### src/rtl/debug_link_master.sv
// Host-side UART debug link: sends one-byte commands and reassembles the dump returned by the debug unit.
// Optional trailing XOR checksum byte is enabled by defining DBG_LINK_CHECKSUM_EN.
module debug_link_master #(
   parameter int unsigned DUMP_BYTES     = 3,
   parameter int unsigned TIMEOUT_CYCLES = 65535
) (
   input  logic                    clk,
   input  logic                    rst,
   input  logic                    cmd_valid,
   input  logic [7:0]              cmd_code,
   input  logic                    cmd_resp,
   output logic                    cmd_ready,
   output logic                    tx_start,
   output logic [7:0]              tx_data,
   input  logic                    tx_done,
   input  logic                    rx_done,
   input  logic [7:0]              rx_data,
   output logic [DUMP_BYTES*8-1:0] dump_data,
   output logic                    dump_valid,
   output logic                    busy,
   output logic                    timeout_err,
   output logic                    chk_err
);

   localparam int unsigned DW = DUMP_BYTES * 8;
`ifdef DBG_LINK_CHECKSUM_EN
   localparam int unsigned RX_BYTES = DUMP_BYTES + 1;
`else
   localparam int unsigned RX_BYTES = DUMP_BYTES;
`endif
   localparam int unsigned TW = $clog2(TIMEOUT_CYCLES + 1);
   localparam int unsigned CW = $clog2(RX_BYTES + 1);

   typedef enum logic [2:0] {
      IDLE,
      SEND,
      WAIT_TX,
      RECV,
      DONE
   } state_t;

   state_t          state;
   logic            resp_q;
   logic [DW-1:0]   shift_reg;
   logic [CW-1:0]   byte_cnt;
   logic [TW-1:0]   tmo_cnt;
   logic [TW-1:0]   tmo_inc;
   logic            tmo_hit;

   // Abort on the cycle the counter would reach its terminal value.
   assign tmo_inc = tmo_cnt + TW'(1);
   assign tmo_hit = (tmo_inc == TW'(TIMEOUT_CYCLES - 1));

`ifdef DBG_LINK_CHECKSUM_EN
   logic [7:0] chk_byte;
   logic [7:0] xor_calc;

   always_comb begin
      xor_calc = '0;
      for (int unsigned i = 0; i < DUMP_BYTES; i++) begin
         xor_calc = xor_calc ^ shift_reg[i*8 +: 8];
      end
   end
`else
   assign chk_err = 1'b0;
`endif

   always_ff @(posedge clk or posedge rst) begin
      if (rst) begin
         state       <= IDLE;
         cmd_ready   <= 1'b1;
         busy        <= 1'b0;
         tx_start    <= 1'b0;
         tx_data     <= '0;
         resp_q      <= 1'b0;
         dump_data   <= '0;
         dump_valid  <= 1'b0;
         timeout_err <= 1'b0;
         shift_reg   <= '0;
         byte_cnt    <= '0;
         tmo_cnt     <= '0;
`ifdef DBG_LINK_CHECKSUM_EN
         chk_byte    <= '0;
         chk_err     <= 1'b0;
`endif
      end else begin
         tx_start    <= 1'b0;
         dump_valid  <= 1'b0;
         timeout_err <= 1'b0;
`ifdef DBG_LINK_CHECKSUM_EN
         chk_err     <= 1'b0;
`endif
         case (state)
            IDLE: begin
               if (cmd_valid && cmd_ready) begin
                  tx_data   <= cmd_code;
                  resp_q    <= cmd_resp;
                  tx_start  <= 1'b1;
                  cmd_ready <= 1'b0;
                  busy      <= 1'b1;
                  tmo_cnt   <= '0;
                  state     <= SEND;
               end
            end
            SEND: begin
               state <= WAIT_TX;
            end
            WAIT_TX: begin
               if (tx_done) begin
                  tmo_cnt  <= '0;
                  byte_cnt <= '0;
                  if (resp_q) begin
                     state <= RECV;
                  end else begin
                     state     <= IDLE;
                     cmd_ready <= 1'b1;
                     busy      <= 1'b0;
                  end
               end else if (tmo_hit) begin
                  timeout_err <= 1'b1;
                  state       <= IDLE;
                  cmd_ready   <= 1'b1;
                  busy        <= 1'b0;
               end else begin
                  tmo_cnt <= tmo_inc;
               end
            end
            RECV: begin
               // A byte arriving on the terminal cycle takes priority over the abort.
               if (byte_cnt == CW'(RX_BYTES)) begin
                  state <= DONE;
               end else if (rx_done) begin
`ifdef DBG_LINK_CHECKSUM_EN
                  if (byte_cnt < CW'(DUMP_BYTES)) begin
                     shift_reg <= (shift_reg << 8) | DW'(rx_data);
                  end else begin
                     chk_byte <= rx_data;
                  end
`else
                  shift_reg <= (shift_reg << 8) | DW'(rx_data);
`endif
                  byte_cnt <= byte_cnt + CW'(1);
                  tmo_cnt  <= '0;
               end else if (tmo_hit) begin
                  timeout_err <= 1'b1;
                  state       <= IDLE;
                  cmd_ready   <= 1'b1;
                  busy        <= 1'b0;
               end else begin
                  tmo_cnt <= tmo_inc;
               end
            end
            DONE: begin
`ifdef DBG_LINK_CHECKSUM_EN
               if (xor_calc == chk_byte) begin
                  dump_data  <= shift_reg;
                  dump_valid <= 1'b1;
               end else begin
                  chk_err <= 1'b1;
               end
`else
               dump_data  <= shift_reg;
               dump_valid <= 1'b1;
`endif
               state     <= IDLE;
               cmd_ready <= 1'b1;
               busy      <= 1'b0;
            end
            default: begin
               state     <= IDLE;
               cmd_ready <= 1'b1;
               busy      <= 1'b0;
            end
         endcase
      end
   end

endmodule

### config.mk
export PLATFORM = sky130hd
export DESIGN_NAME = debug_link_master
export DESIGN_NICKNAME = d
export VERILOG_FILES = /design/src/rtl/debug_link_master.sv
export SDC_FILE = /design/constraint.sdc
export NUM_CORES = 1
export LEC_CHECK = 0
export ABC_AREA = 1
export CAP_MARGIN = 20
export CORE_MARGIN = 8
export CORE_UTILIZATION = 44
export DETAILED_ROUTE_END_ITERATION = 8
export HOLD_SLACK_MARGIN = 0.08
export MAX_ROUTING_LAYER = met4
export PLACE_DENSITY_LB_ADDON = 0.08
export SLEW_MARGIN = 30
export SYNTH_ARGS = -nofsm -noshare
export SYNTH_HDL_FRONTEND = slang
export SYNTH_SLANG_ARGS = --single-unit
### constraint.sdc
create_clock -name clk -period 2.9 [get_ports clk]
set_clock_uncertainty 0.05 [all_clocks]
set_input_delay 0.29 -clock clk [delete_from_list [all_inputs] [get_ports clk]]
set_output_delay 0.29 -clock clk [all_outputs]
set_load 0.01 [all_outputs]
==> flow_summary_export.csv <==
group,metric,value,unit
power_and_ir_drop,power.switching,1.79,mW
drt,initialDrtViolationCount,93,
critical_path,criticalPathCategory,"register to register",
clock_tree,cts-root-buf,"clkbuf_8",
critical_path,critical_path.reg2reg.startpoint,"tmo_cnt[1]",
final_layout,layout.nets,579,
global_route,overall_global_routing_usage,14.7,%
power_and_ir_drop,clock_share_of_power,17.5,%
timing,min_period,2.27,ns
synth,synthesis.area_per_instance,7.78,µm²
timing,worst_pin_slew,0.663,ns
synth,synth-async-reset-ratio,100,%
synth,synth.area.top_cells,"dfrtp_1 (53%), nand2_1 (18%), nor2_1 (5.9%)",
final_layout,final_core_util,54.9,%
floorplan,ioPinCount,60,
critical_path,crit_start_category,"register",
critical_path,critPathLaunch,"tmo_cnt[1]",
drt,detailroute.via_count,3112,
floorplan,height_of_the_die,110,µm
power_and_ir_drop,power_per_cell_area,967,nW/µm²
run_status,result_of_the_run,"completed",
drt,drc,0,
final_layout,drive_above_1_share,5.73,%
synth,ys.flop_type,"dfrtp_1",
critical_path,critPathCapture,"tmo_cnt[5]",
critical_path,timing.critical_path.slowest_stage_cell,"dfrtp_1",
drt,detail-route-antenna-nets,0,
floorplan,initial_core_util,44.8,%
synth,synthesis.yosys.warnings,0,
clock_tree,cts_max_path_bufs,2,
power_and_ir_drop,p_sw_share,39.2,%
drt,routed_wirelength_normalized_by_instance_count,12.2,µm
placement,portbufs,58,
synth,netlist_top_cells_count,"nand2_1 (180), dfrtp_1 (82), nor2_1 (61), inv_1 (58), o21ai_0 (37)",
timing,maxClockFrequency,0.441,GHz
final_layout,area_taken_by_multi_input_logic_gates,1460,µm²
timing,hold_viol,0,
floorplan,floorplan.rows,34,
timing,fin_setup_tns,0,ns
drt,dr.pass1.iters,4,
power_and_ir_drop,power_frac_comb,41.3,%
floorplan,placeableCoreArea,8590,µm²
clock_tree,cts_hold_repair.buffers,0,
synth,synth_top_area_share,53.3,%
placement,gpl.final_weighted_congestion,0.891,
floorplan,die_area,12000,µm²
power_and_ir_drop,power.ir.vdd_worst,413,µV
timing,finalMaxSlewViolations,0,
synth,post_synthesis_cells,495,
synth,synth_enable_flop_cells,0,
critical_path,cp_data_arrival_time,2.46,ns
clock_tree,post_cts_resize_count,0,
critical_path,length_in_cells_of_the_worst_reg_to_reg_path,14,
clock_tree,worst_setup_hold_path_clk_slew,0.08,ns
critical_path,critical_path_required_time,3.09,ns
final_layout,syn_to_final_growth,22.5,%
critical_path,timing.critical_path.cells,"ha_1 -> nand3_2 -> nor2_4 -> nand2_1 -> nand2_1 -> nand2_1 -> nor2_1 -> nand2_1 -> nor2_2 -> nand2_2 -> nand2_4 -> nand2_1 -> nand2_1 -> nor2_1",
final_layout,final-seq-area,2080,µm²
global_route,first_global_vias,2944,
power_and_ir_drop,seqPwrFrac,41.1,%
critical_path,crit_top_cell,"nand2_1",
clock_tree,cts_sinks,83,
final_layout,insertedDiodeCount,0,
synth,synthMostInstantiatedCell,"nand2_1",
placement,post-place-cells,651,
timing,setup_viol,0,
timing,final_worst_path_period_share,78.2,%
synth,yosys.area.top_type,"dfrtp_1",
timing,slew_headroom,55.7,%
synth,synth_nets,520,
critical_path,critPathCaptureType,"register",
floorplan,die_w,110,µm
synth,syn-cell-area,3850,µm²
drt,postRouteWirelength,8.10,mm
job,cap_viol_max_count,0,
global_route,grt_max_degree,52,
synth,synth_seq_area_share,54.0,%
placement,hpwlAfterDp,5.85,mm
critical_path,slowest_delay,0.41,ns
clock_tree,cts.htree.levels,3,
clock_tree,numCtsBuffers,9,
power_and_ir_drop,tot_pwr,4.56,mW
drt,vias_per_cell,4.67,
critical_path,worstReg2RegEnd,"tmo_cnt[5]",
final_layout,fill_cells,834,
clock_tree,clock_tree_from_tritoncts,"yes",
timing,hold_slack,0.289,ns
clock_tree,cts_post_setup_buffers_inserted,0,
synth,flops_latches_synth,83,
timing,grt_setup_unrepaired,"no",
synth,synthDistinctLibCells,29,
global_route,initial_antenna_violation_count,0,
critical_path,timing.reg2reg.setup_slack,0.63,ns
power_and_ir_drop,internal_power,2.77,mW
final_layout,finalNonFillerCells,666,
hold_path,min-delay-path-class,"input port to async pin",
global_route,grt_first_pass_wirelength,13.7,mm
power_and_ir_drop,p_leak,2.39,nW
clock_tree,insertion_delay,0.34,ns
critical_path,timing.critical_path.fanout_max,24,
global_route,gr-total-overflow,0,
==> power by group through the flow <==
| stage | clock network, mW | logic, mW | registers, mW |
|---|---|---|---|
| after global placement | 0 | 1.85 | 1.89 |
| final | 0.800 | 1.88 | 1.88 |
| after detailed placement | 0 | 1.90 | 1.90 |
| after CTS | 0.825 | 1.91 | 1.88 |
| after floorplan | 0 | 1.24 | 1.91 |
| after global routing | 0.869 | 2.18 | 1.94 |
==> final cells by class <==
type,instances,area share [%]
sequential,83,44.1
multi-input combinational,337,31.0
timing repair buffer,63,13.4
inverter,60,4.80
tap,108,2.87
clock buffer,11,2.79
clock inverter,4,1.09
==> kinds of logic (layout without fill, tap and decap cells) <==
kind of cell    count (synthesis)  count (layout)  synth area share [%]
buf+inv                        75             138                  8.03
other cells                     1               1                0.0974
fa+ha+maj                       3               3                 0.975
compound gates                 58              58                  7.64
flops                          83              83                  54.0
simple gates                  275             275                  29.3
==> metal layers <==
layer / global-route usage [%] / share of wire (%) / vias up
met2: 21.7 / 44 / 65
met1: 19.5 / 50 / 1402
met5: - / 0 / -
met3: 3.22 / 4.3 / 12
li1: - / - / 1633
met4: 5.21 / 1.4 / 0
==> worst max-delay path: cells and delay by family (launching register included) <==
kind,cells,cell delay [ns]
flip-flops,1,0.41
adder cells (fa/ha/maj),1,0.25
AND/OR/NAND/NOR,13,1.45
==> worst min-delay path by stage <==
stage	from	end	slack, ns	cells past startpoint
after floorplan	cmd_resp	resp_q	0.36	2
after global placement	tx_data[6]	tx_data[6]	0.40	2
after detailed placement	tx_data[5]	tx_data[5]	0.41	2
after CTS	rst	busy	0.31	2
after global routing	rst	busy	0.36	2
final	rst	tx_data[4]	0.29	2
==> through the flow <==
stage / worst slack, ns / cell area (µm²)
after floorplan: 0.425 / 3850
after global placement: 0.622 / 4530
after global routing: 0.324 / 4720
after detailed placement: 0.673 / 4530
final: 0.631 / 4720
after CTS: 0.652 / 4720
==> cell usage in the layout, fill, tap and decap left out, types with 2 or more instances in the layout <==
master           synthesis  routed
o21ai_0                 37      37
a21oi_1                 18      18
dfrtp_1                 82      82
inv_2                    1       2
clkinv_2                 0       2
buf_4                    1       4
nand2_2                  3       3
nand4_1                  6       6
clkdlybuf4s50_1          0      58
clkbuf_8                 0       9
nor2_4                   4       4
nand3_1                 15      15
nand2_1                180     180
nor2_1                  61      61
ha_1                     3       3
clkbuf_1                 9       2
inv_1                   58      56
Note: power is estimated with default switching activity, not from simulation.
